`config.mk`:
```
export PLATFORM = sky130hd
export DESIGN_NAME = dmem_arbiter
export DESIGN_NICKNAME = d
export VERILOG_FILES = /design/src/rtl/dmem_arbiter.sv
export SDC_FILE = /design/constraint.sdc
export NUM_CORES = 1
export LEC_CHECK = 0
export ABC_CLOCK_PERIOD_IN_PS = 5850
export BUFFER_PORTS_ARGS = -buffer_cell sky130_fd_sc_hd__buf_2
export CORE_ASPECT_RATIO = 1.1
export CORE_MARGIN = 10
export CORE_UTILIZATION = 35
export DETAILED_ROUTE_END_ITERATION = 10
export GPL_TIMING_DRIVEN = 1
export PLACE_DENSITY = 0.66
export SETUP_SLACK_MARGIN = 0.3
export SLEW_MARGIN = 10
export SYNTH_ARGS = -nofsm -noshare
export SYNTH_HDL_FRONTEND = slang
export SYNTH_SLANG_ARGS = --single-unit
export TNS_END_PERCENT = 50
```
`constraint.sdc`:
```
create_clock -name clk -period 5.85 [get_ports clk]
set_clock_uncertainty 0.05 [all_clocks]
set_input_delay 0.2925 -clock clk [delete_from_list [all_inputs] [get_ports clk]]
set_output_delay 0.2925 -clock clk [all_outputs]
set_load 0.02 [all_outputs]
```
`src/rtl/dmem_arbiter.sv`:
```
// dmem_arbiter: arbitrates one data memory between a CPU port and a DMA port, with halt capture and run counters.
// Ports:
//   clk, rst                     clock, asynchronous active-high reset
//   cpu_req/we/addr/wd, cpu_rd   CPU byte-addressed access; read data passes straight through from memory
//   cpu_stall                    CPU must hold its access this cycle
//   dma_req/we/addr/wd           DMA word-addressed access
//   dma_gnt                      DMA access applied to memory this cycle
//   dma_rvalid, dma_rdata        registered DMA read return
//   mem_a/wd/we, mem_rd          memory port (asynchronous read)
//   halted, halt_data            sticky halt flag and data of the halting write
//   cycle_cnt, stall_cnt         run-time cycle and CPU stall counters, frozen at halt
module dmem_arbiter #(
    parameter int          DATA_W     = 32,
    parameter int          MA_W       = 16,
    parameter int          STARVE_MAX = 4,
    parameter logic [31:0] HALT_ADDR  = 32'h00007fff
) (
    input  logic              clk,
    input  logic              rst,
    input  logic              cpu_req,
    input  logic              cpu_we,
    input  logic [DATA_W-1:0] cpu_addr,
    input  logic [DATA_W-1:0] cpu_wd,
    output logic [DATA_W-1:0] cpu_rd,
    output logic              cpu_stall,
    input  logic              dma_req,
    input  logic              dma_we,
    input  logic [MA_W-1:0]   dma_addr,
    input  logic [DATA_W-1:0] dma_wd,
    output logic              dma_gnt,
    output logic              dma_rvalid,
    output logic [DATA_W-1:0] dma_rdata,
    output logic [MA_W-1:0]   mem_a,
    output logic [DATA_W-1:0] mem_wd,
    output logic              mem_we,
    input  logic [DATA_W-1:0] mem_rd,
    output logic              halted,
    output logic [DATA_W-1:0] halt_data,
    output logic [31:0]       cycle_cnt,
    output logic [31:0]       stall_cnt
);
    typedef enum logic {RUN, HALT} state_t;
    localparam int WC_W = $clog2(STARVE_MAX + 1);
    state_t state, state_nxt;
    logic [WC_W-1:0] wait_cnt, wait_nxt;
    logic starve, cpu_gnt, halt_wr;
    assign cpu_rd = mem_rd;
    assign halted = state == HALT;
    always_comb begin
        state_nxt = state;
        cpu_gnt   = 1'b0;
        dma_gnt   = 1'b0;
        cpu_stall = 1'b0;
        halt_wr   = 1'b0;
        starve    = dma_req && wait_cnt == WC_W'(STARVE_MAX);
        // rst gates every grant so an access in flight is dropped immediately
        if (!rst && state == HALT) begin
            dma_gnt   = dma_req;
            cpu_stall = 1'b1;
        end else if (!rst) begin
            cpu_gnt   = cpu_req && !starve;
            dma_gnt   = dma_req && (starve || !cpu_req);
            cpu_stall = cpu_req && starve;
            halt_wr   = cpu_gnt && cpu_we && cpu_addr == DATA_W'(HALT_ADDR);
            state_nxt = halt_wr ? HALT : RUN;
        end
        mem_a    = cpu_gnt ? cpu_addr[MA_W+1:2] : dma_gnt ? dma_addr : '0;
        mem_wd   = cpu_gnt ? cpu_wd : dma_gnt ? dma_wd : '0;
        mem_we   = cpu_gnt ? cpu_we && !halt_wr : dma_gnt && dma_we;
        wait_nxt = (!dma_req || dma_gnt) ? '0 : starve ? wait_cnt : wait_cnt + 1'b1;
    end
    always_ff @(posedge clk or posedge rst) begin
        if (rst) begin
            state      <= RUN;
            wait_cnt   <= '0;
            halt_data  <= '0;
            cycle_cnt  <= '0;
            stall_cnt  <= '0;
            dma_rvalid <= 1'b0;
            dma_rdata  <= '0;
        end else begin
            state      <= state_nxt;
            wait_cnt   <= wait_nxt;
            dma_rvalid <= dma_gnt && !dma_we;
            if (halt_wr) halt_data <= cpu_wd;
            if (dma_gnt && !dma_we) dma_rdata <= mem_rd;
            if (state == RUN) begin
                cycle_cnt <= cycle_cnt + 32'd1;
                stall_cnt <= stall_cnt + {31'd0, cpu_stall};
            end
        end
    end
endmodule
```
==> flow_summary.yaml <==
status:
  outcome: "completed"
cells_and_area:
  final_util_pct: 49.5
  fillCellCount: 1684
  syn_to_final_growth_pct: 38.4
  nets: 1013
  num_antenna_cells: 0
  drive_above_1_share_pct: 54.5
worst_setup_path:
  critPathRequiredTime_ps: 6100
  crit_arrival_ps: 3800
  path_class: "in -> reg"
  end_kind: "register"
  cp-start-kind: "input port"
  cp_max_fo: 69
  r2r_cells: 7
global_routing:
  antenna_found_initial: 1
  grt.total_usage_pct: 16.9
  grt_first_pass_wirelength_mm: 32.5
  grt_pass1_vias: 5719
  grt_max_degree: 70
  grt_overflow: 0
logic_synthesis:
  ys_warn_count: 0
  yosysTopAreaCell: "dfrtp_1"
  synth_area_um2: 6340
  yosysSeqAreaShare_pct: 52.5
  yosys.area.top_type_share_pct: 52.5
  syn_inst: 529
  ys_ff_latch: 133
  synthTopCellsByArea: "dfrtp_1, mux2_2, a22o_1"
  synth.distinct_cells: 36
  synth_nets: 684
  avgSynthCellArea_um2: 12.0
floorplanning:
  die-area_um2: 23900
  ioPinCount: 363
  initial_core_util_pct: 35.8
  core-area_um2: 17700
  die_y_um: 161
  die_w_um: 148
  rows: 51
clock_network:
  post_cts_buffers: 0
  clkTransAtPathRegs_ps: 60
  cts_tree: "yes"
  cts_max_level: 4
  clockBufferDepth: 2
  postCtsHoldBufs: 1
  clock_latency_ps: 420
  cts-buffers-inserted: 17
  cts-root-buf: "clkbuf_16"
  cts.sinks: 133
  post_cts_resized: 0
timing:
  setup-tns-final_ps: 0
  post-route-min-period_ps: 3550
  maxSlewViolCount: 0
  finalCritPeriodShare_pct: 60.7
  fmax_ghz: 0.282
  hold_viol: 0
  max_slew_margin_pct: 34.5
  rsz0062_at_grt: "no"
  worst_pin_slew_ps: 983
  setup_viol: 0
power_and_ir_drop:
  powerDensity_nw_per_um2: 289
  p_sw_mw: 0.685
  combinationalPowerShare_pct: 15.7
  p_sw_share_pct: 27.0
  pwr-share-seq_pct: 39.5
  intPower_mw: 1.85
  power.leakage_nw: 4.78
  pwr-share-clk_pct: 44.8
  ir_drop_v: 0.000188
routing:
  drc_errors: 0
  totalWireLength_mm: 20.5
  ant_nets: 0
  via_count: 5478
  drtIter0Drc: 266
  viasPerCell: 4.94
  wl_per_cell_um: 18.5
  first_pass_iters: 4
place:
  io_buffers: 362
  dp_hpwl_mm: 16.4
  place_congestion: 0.849
run:
  maxCapViolations: 0
hold_path:
  hold_depth: 2
  min_path_type: "in -> reg"
power by group through the flow:
stage	combinational, mW	sequential, mW	clock (mW)
finish	0.398	1.00	1.14
global route	0.429	1.01	1.22
CTS	0.405	1.00	1.17
detailed placement	0.404	1.02	0
global placement	0.398	1.02	0
floorplan	0.166	1.09	0
final timing paths:
path                                    start             to  slack [ps]
worst max-delay path                      rst   dma_rdata[1]        2300
worst min-delay path               mem_rd[26]  dma_rdata[26]          70
worst max register to register    wait_cnt[1]   dma_rdata[1]        2560
worst min register to register  stall_cnt[31]  stall_cnt[31]         440
max in group asynchronous                 rst  cycle_cnt[28]        3940
min in group asynchronous                 rst  stall_cnt[16]         490
per-layer routing:
metal	vias to the layer above	share of wire (%)	GRT usage [%]	routed length [um]
met5	-	0.063	0	13
met4	2	1.3	5.59	272
met2	238	48	26.9	9900
met1	2680	41	20.2	8310
met3	24	9.8	7.04	2000
li1	2534	-	-	-
through the flow:
step	area (um2)	setup WS (ps)	power [mW]	std cells	hold WS [ps]
after global routing	8780	1990	2.66	1109	51.0
final	8780	2300	2.54	1109	69.4
after detailed placement	8140	2350	1.42	1076	387
after global placement	8140	2420	1.42	1076	388
after floorplan	6340	976	1.26	529	371
after CTS	8780	2250	2.58	1109	47.6
layout make-up:
type | instances | area [um2] | area share (%)
Clock buffer | 18 | 429 | 4.89
Clock inverter | 14 | 200 | 2.28
Inverter | 12 | 50.0 | 0.570
Multi-Input combinational cell | 329 | 2640 | 30.0
Sequential cell | 133 | 3330 | 37.9
Tap cell | 238 | 298 | 3.39
Timing Repair Buffer | 365 | 1840 | 20.9
Yosys cell counts:
cell type	number
and3_1	7
nand4_1	22
xor2_1	19
or4_4	1
and2_1	2
nand4b_2	1
nand3_1	15
dfrtp_1	133
nor4_4	2
nor2_1	23
mux2_2	67
o32ai_1	1
o21ai_0	1
a41oi_1	1
xnor2_1	43
nor4_1	6
or3_1	2
nand3b_1	1
buf_2	6
or2_2	4
buf_1	1
inv_1	12
clkbuf_1	12
nand2_1	28
and4_1	5
ha_1	5
nand2b_1	4
buf_4	36
or4_1	3
and3b_1	1
nor2b_1	3
nand4b_1	2
nor4b_1	1
and4b_1	1
a22o_1	48
nor3_1	10
cells in the final DEF, fill, tap and decap left out, types with 4 or more instances in the layout:
cell / synthesis / layout
a22o_1: 48 / 48
and3_1: 7 / 5
and4_1: 5 / 5
buf_2: 6 / 362
bufinv_16: 0 / 4
clkbuf_16: 0 / 17
dfrtp_1: 133 / 133
ha_1: 5 / 5
inv_1: 12 / 11
mux2_2: 67 / 67
nand2_1: 28 / 28
nand2b_1: 4 / 4
nand3_1: 15 / 15
nand4_1: 22 / 22
nor2_1: 23 / 23
nor3_1: 10 / 10
nor4_1: 6 / 6
or2_2: 4 / 4
xnor2_1: 43 / 43
xor2_1: 19 / 19
cell families after synthesis:
kind of cell	Yosys count	share of synthesized area, %
and+or+nand+nor	144	12.9
DFF	133	52.5
buffers and inverters	67	6.21
muxes	67	11.9
xor gates and xnor gates	62	8.56
AOI/OAI and AO/OA	51	6.98
adders and majority gates	5	0.986
worst max-delay path, stage by stage:
cell and delay [ps]:
dlygate4sd3_1 530, buf_2 150, inv_6 450, and3_2 940
nor2b_4 910, mux2_2 420
registers in the layout, summed over array words and instances (netlist names):
register	count
dma_rvalid	1
dma_rdata	32
halt_data	32
halted	1
wait_cnt	3
cycle_cnt	32
stall_cnt	32
No activity file was read; power rests on OpenSTA's default activity.
